$ cat src/rtl/pipe_stage_buf.sv
// Multi-lane pipeline register with valid/ready handshake and optional skid entry.
// Define PIPE_STAGE_BUF_STATS_EN to build the back-pressure cycle counter.
package global_pkg;
    typedef struct packed {
        logic Clk;
        logic Rst;
    } global_t;
endpackage

module pipe_stage_buf
    import global_pkg::*;
#(
    parameter int WIDTH = 64,
    parameter int LANES = 2,
    parameter int DEPTH = 2
) (
    input  global_t                  System,
    input  logic                     Flush,
    input  logic                     Stall,
    input  logic [LANES-1:0]         In_Valid,
    input  logic [LANES*WIDTH-1:0]   In_Data,
    output logic                     In_Ready,
    output logic [LANES-1:0]         Out_Valid,
    output logic [LANES*WIDTH-1:0]   Out_Data,
    input  logic                     Out_Ready,
    output logic [31:0]              Stall_Cnt
);

    typedef enum logic [1:0] {
        EMPTY = 2'd0,
        HALF  = 2'd1,
        FULL  = 2'd2
    } state_t;

    logic clk;
    assign clk = System.Clk;

    state_t                 state;
    logic [LANES-1:0]       head_v;
    logic [LANES-1:0]       skid_v;
    logic [LANES*WIDTH-1:0] head_d;
    logic [LANES*WIDTH-1:0] skid_d;
    logic [LANES*WIDTH-1:0] in_masked;
    logic                   push;
    logic                   pop;

    // Invalid lanes are stored as zero so idle output lanes always read 0.
    always_comb begin
        in_masked = '0;
        for (int i = 0; i < LANES; i++) begin
            if (In_Valid[i]) begin
                in_masked[i*WIDTH +: WIDTH] = In_Data[i*WIDTH +: WIDTH];
            end
        end
    end

    always_comb begin
        unique case (state)
            FULL:    In_Ready = 1'b0;
            HALF:    In_Ready = (DEPTH == 1) ? (Out_Ready & ~Stall) : ~Stall;
            default: In_Ready = ~Stall;
        endcase
    end

    assign push = In_Ready & (|In_Valid);
    assign pop  = Out_Ready & (|head_v) & ~Stall;

    always_ff @(posedge clk) begin
        if (System.Rst || Flush) begin
            state  <= EMPTY;
            head_v <= '0;
            head_d <= '0;
            skid_v <= '0;
            skid_d <= '0;
        end else if (!Stall) begin
            unique case (state)
                EMPTY: begin
                    if (push) begin
                        head_v <= In_Valid;
                        head_d <= in_masked;
                        state  <= HALF;
                    end
                end
                HALF: begin
                    if (push && pop) begin
                        head_v <= In_Valid;
                        head_d <= in_masked;
                    end else if (push && DEPTH > 1) begin
                        skid_v <= In_Valid;
                        skid_d <= in_masked;
                        state  <= FULL;
                    end else if (pop) begin
                        head_v <= '0;
                        head_d <= '0;
                        state  <= EMPTY;
                    end
                end
                FULL: begin
                    if (pop) begin
                        head_v <= skid_v;
                        head_d <= skid_d;
                        skid_v <= '0;
                        skid_d <= '0;
                        state  <= HALF;
                    end
                end
                default: state <= EMPTY;
            endcase
        end
    end

    assign Out_Valid = head_v;
    assign Out_Data  = head_d;

`ifdef PIPE_STAGE_BUF_STATS_EN
    // Counts cycles where upstream offered a bundle but was held off; saturating.
    always_ff @(posedge clk) begin
        if (System.Rst) begin
            Stall_Cnt <= '0;
        end else if ((|In_Valid) && !In_Ready && (Stall_Cnt != 32'hFFFF_FFFF)) begin
            Stall_Cnt <= Stall_Cnt + 32'd1;
        end
    end
`else
    assign Stall_Cnt = '0;
`endif

endmodule
$ cat config.mk
export PLATFORM = sky130hd
export DESIGN_NAME = pipe_stage_buf
export DESIGN_NICKNAME = d
export VERILOG_FILES = /design/src/rtl/pipe_stage_buf.sv
export SDC_FILE = /design/constraint.sdc
export NUM_CORES = 1
export LEC_CHECK = 0
export CAP_MARGIN = 0
export CORE_ASPECT_RATIO = 0.7
export CORE_UTILIZATION = 52
export DETAILED_ROUTE_END_ITERATION = 12
export PLACE_DENSITY = 0.86
export SETUP_SLACK_MARGIN = 0.5
export SLEW_MARGIN = 20
export SYNTH_ARGS = -nofsm -noshare
export SYNTH_HDL_FRONTEND = slang
export SYNTH_SLANG_ARGS = --single-unit
$ cat constraint.sdc
create_clock -name System -period 4.8 [get_ports System]
set_clock_uncertainty 0.05 [all_clocks]
set_input_delay 1.2 -clock System [delete_from_list [all_inputs] [get_ports System]]
set_output_delay 1.2 -clock System [all_outputs]
set_load 0.02 [all_outputs]
After elaboration in Yosys (flattened, before gate mapping)
Cells that the tools add are included.

Add/subtract/negate cells: 0. Multiply operators: 0. Divide/modulo/power cells: 0. Magnitude comparators: 0. Equal/unequal tests: 9. Shift-type cells: 0. Mux-type cells: 24. Bitwise operators: 4. Reduce and logical (&&, ||, !) cells: 10.

Operators with widths (number): 2-to-1 mux 128 bit (6); case mux 128 bit (3 select lines) (1); case mux 128 bit (2 select lines) (1); 2-to-1 mux 64 bit (2); 2-to-1 mux 2 bit (10); case mux 2 bit (3 select lines) (2); AND reduction 5 bit (2); != test 3 bit, second input constant (3); != test 2 bit, second input constant (4); AND reduction 6 bit (1); case mux 2 bit (2 select lines) (1); OR reduction 2 bit (2); AND 1 bit (3); nonzero test 3 bit (1); equality test 2 x 1 -> 1 bit, second input constant (1); equality test 2 bit, second input constant (1); zero test 2 bit (1); nonzero test 2 bit (1); logical AND 1 bit (1); logical OR 1 bit (1); 2-to-1 mux 1 bit (1); inverter 1 bit (1).

Register bits: 262. Bits in latches: 0. RAM bits: 0. Bits in read-only memories: 0. Input bits: 135. Output and inout port bits: 163. Memories kept: 0.

Logic depth before layout (Yosys ltp)
Word-level depth: 7. Depth in mapped cells: 9. Mapped depth without buffers: 6.

Worst setup path before layout
No wires, ideal clock.

Path kind: input to output. Start point: in Stall. End point: out In_Ready. Arrival: 1.681 ns. Data required time: 3.550 ns. Setup slack: 1.869 ns. Stages on the path: 2. Buffers on the path: 1. Cells stage by stage: clkbuf_1 -> nor2_1.

Cells in the longest elaborated chain, start to end: 2.

Ends and longest elaborated chain: start: declaration (line 19) `input logic Stall,`; inverter 1 bit (no line); 2-to-1 mux 1 bit; end: declaration (line 22) `output logic In_Ready,`.

Every way passes these cells.

==> results.ini <==
[outcome]
status = finished clean

[cts]
clk_pin_slew_ns = 0.07
cts_setup_buffers = 0
clock_latency_ns = 0.50
cts-resized-gates = 0
cts_hold_buf = 0
cts_tree = done

[job]
cap_viol_max_count = 0

[timing]
slew_headroom_pct = 34.42
drv_slew = 0
whs_ns = 0.1047
hold_viol = 0
max_slew.worst_pin.slew_ns = 0.9837
rsz0062_at_grt = no
finalSetupViolCount = 0

[layout]
num_antenna_cells = 0
fin_cells = 1566
area_growth_pct = 50.19
drive_above_1_share_pct = 12.89
nets = 1372
fillers = 1195

[synthesis]
synth_top_cell_by_area = dfxtp_1
yosysSeqAreaShare_pct = 48.45
synth_ff_type = dfxtp_1
yosys_warnings = 0
synth-seq-cells = 262
avgSynthCellArea_sq_um = 11.08
synthMostInstantiatedCell = dfxtp_1
async_reset_ff_share_pct = 0
synth.distinct_cells = 36
syn_area_sq_mm = 0.01083
synthCells = 977
synth_edf_count = 0
synth_top_cells_by_count = 262 x dfxtp_1, 256 x a22o_1, 130 x a21o_1
netlist.area_leader.share_pct = 48.45
netlist_top_cells_area = dfxtp_1 48%, a22o_1 21%, o211a_1 12%

[power_and_ir_drop]
power_frac_clock_pct = 43.7
power_mw = 9.979
leakage_nw = 8.308
switching_share_pct = 35.35
comb_power_share_pct = 27.9
power_density_mw_per_mm2 = 613.7
p_seq_share_pct = 28.3
peakVddDrop_uv = 338.8
p_switching_mw = 3.528
power.internal_mw = 6.451

[worst_setup_path]
path_cells = clkbuf_16 -> clkbuf_16 -> or2_2 -> clkbuf_16 -> clkbuf_16 -> a31oi_1 -> a22o_1 -> clkbuf_16 -> clkbuf_16 -> a22o_1
critPathLaunchType = clock port
end_kind = flop
path_delay_family = buffers and inverters
crit_top_cell = clkbuf_16
crit_buf_inv = 6
crit_slowest_cell = or2_2
worst_ep_required_time_ns = 5.19
setup.worst_path.class = clk -> reg
critical-path-max-stage-delay_ns = 0.28
crit_arrival_ns = 4.28
cp_max_fo = 16

[floorplan]
die_y_um = 122.7
initial_core_util_pct = 53.81
die_w_um = 174.5
pin_count = 298
die_area_sq_mm = 0.02141
num_rows = 43
core_sq_mm = 0.02012

[place]
dp.cells = 1415
port_buffers = 264
finalWeightedCongestion = 0.7602
dpl.hpwl_mm = 16.55

[global_route]
grt_pass1_wl_mm = 52.70
first_global_vias = 12160
grt.overflow.total = 0
grt_usage_pct = 31.69
antenna_found_initial = 0
grt_max_degree = 132

[routing]
drt-total-wl_mm = 33.96
num_vias = 9621
drt-initial-drc-count = 593
post_drt_wl_per_cell_um = 21.69
via_per_inst = 6.144
detail-route-antenna-nets = 0
drt_pass1_iterations = 5
drc = 0

[hold_path]
hold_path_class = clk -> reg

layout make-up:
| cell class | count | area, sq um | share of cell area (%) |
|---|---|---|---|
| Inverter | 5 | 18.77 | 0.1154 |
| Tap cell | 270 | 337.8 | 2.078 |
| Clock buffer | 101 | 2248 | 13.83 |
| Timing Repair Buffer | 285 | 2825 | 17.37 |
| Sequential cell | 262 | 5245 | 32.26 |
| Multi-Input combinational cell | 593 | 4999 | 30.74 |
| Clock inverter | 50 | 586.8 | 3.609 |
layout by cell type, fill, tap and decap left out, drive strengths merged, types with 2 or more instances in the layout:
cell type / Yosys / final
clkdlybuf4s50: 0 / 264
dfxtp: 262 / 262
a22o: 256 / 256
a21o: 130 / 130
o211a: 127 / 127
clkbuf: 76 / 101
conb: 1 / 32
inv: 5 / 29
buf: 72 / 21
clkinv: 0 / 14
bufinv: 0 / 8
a21oi: 5 / 5
nor3: 4 / 4
nor2: 4 / 4
ha: 4 / 4
clkinvlp: 0 / 4
a211oi: 3 / 3
o21ai: 3 / 3
or4: 2 / 2
nand3: 2 / 2
a31oi: 2 / 2
nand4bb: 2 / 2
o22ai: 2 / 2
nand2: 2 / 2
and2: 2 / 2
sequential cells by signal, summed over array words and instances (netlist names):
| register | cells |
|---|---|
| Out_Data | 128 |
| state | 2 |
| skid_d | 128 |
| Out_Valid | 2 |
| skid_v | 2 |
worst register-to-register path, stage by stage, from the launching register on:
cell	delay (ns)
dfxtp_1	0.42
inv_1	0.09
ha_1	0.40
and2_4	0.80
buf_4	0.58
a22o_1	0.23
o211a_1	0.16
final timing paths:
kind | from | end | slack (ns) | cells after the start
worst max register to register | state[1]$_SDFFE_PP0P_ | Out_Data[22]$_SDFFE_PP0P_ | 2.02 | 6
worst min-delay path | System[0] | state[1]$_SDFFE_PP0P_ | 0.10 | 6
worst max-delay path | System[0] | skid_d[90]$_SDFFE_PP0P_ | 0.91 | 10
worst min register to register | skid_v[0]$_SDFFE_PP0P_ | skid_v[0]$_SDFFE_PP0P_ | 0.40 | 1
layer usage:
| metal | GRT usage (%) | part of all wire (%) | up-vias |
|---|---|---|---|
| met5 | 0.4630 | 0 | - |
| met4 | 37.50 | 3.0 | 0 |
| met3 | 25.62 | 12 | 107 |
| met2 | 40.56 | 47 | 580 |
| met1 | 29.14 | 39 | 4602 |
| li1 | - | - | 4332 |
cells by family after synthesis:
family / count (synthesis) / synth area share, %
compound gates: 536 / 43.05
flops: 262 / 48.45
buf+inv: 153 / 6.853
simple gates: 21 / 1.156
fa+ha+maj: 4 / 0.4623
other cells: 1 / 0.03464
per-stage QoR:
step | util (%) | setup TNS, ns | instance area, sq um | setup WS, ns
finish | 80.81 | 0 | 16260 | 0.9073
global placement | 66.72 | -850.50 | 13430 | -4.576
detailed placement | 66.72 | -850.50 | 13430 | -4.576
global route | 80.81 | 0 | 16260 | 0.8699
floorplan | - | 0 | 10940 | 0.9698
CTS | 80.81 | 0 | 16260 | 0.8565
power groups by stage:
stage	logic (mW)	registers, mW	clock network [mW]
6_report	2.79	2.83	4.36
3_3_place_gp	2.72	2.83	0.589
3_5_place_dp	2.74	2.86	0.589
4_1_cts	2.79	2.82	4.46
5_1_grt	2.95	2.87	4.61
2_1_floorplan	1.16	3.27	0.695
Power figures use the tool's default switching activity.
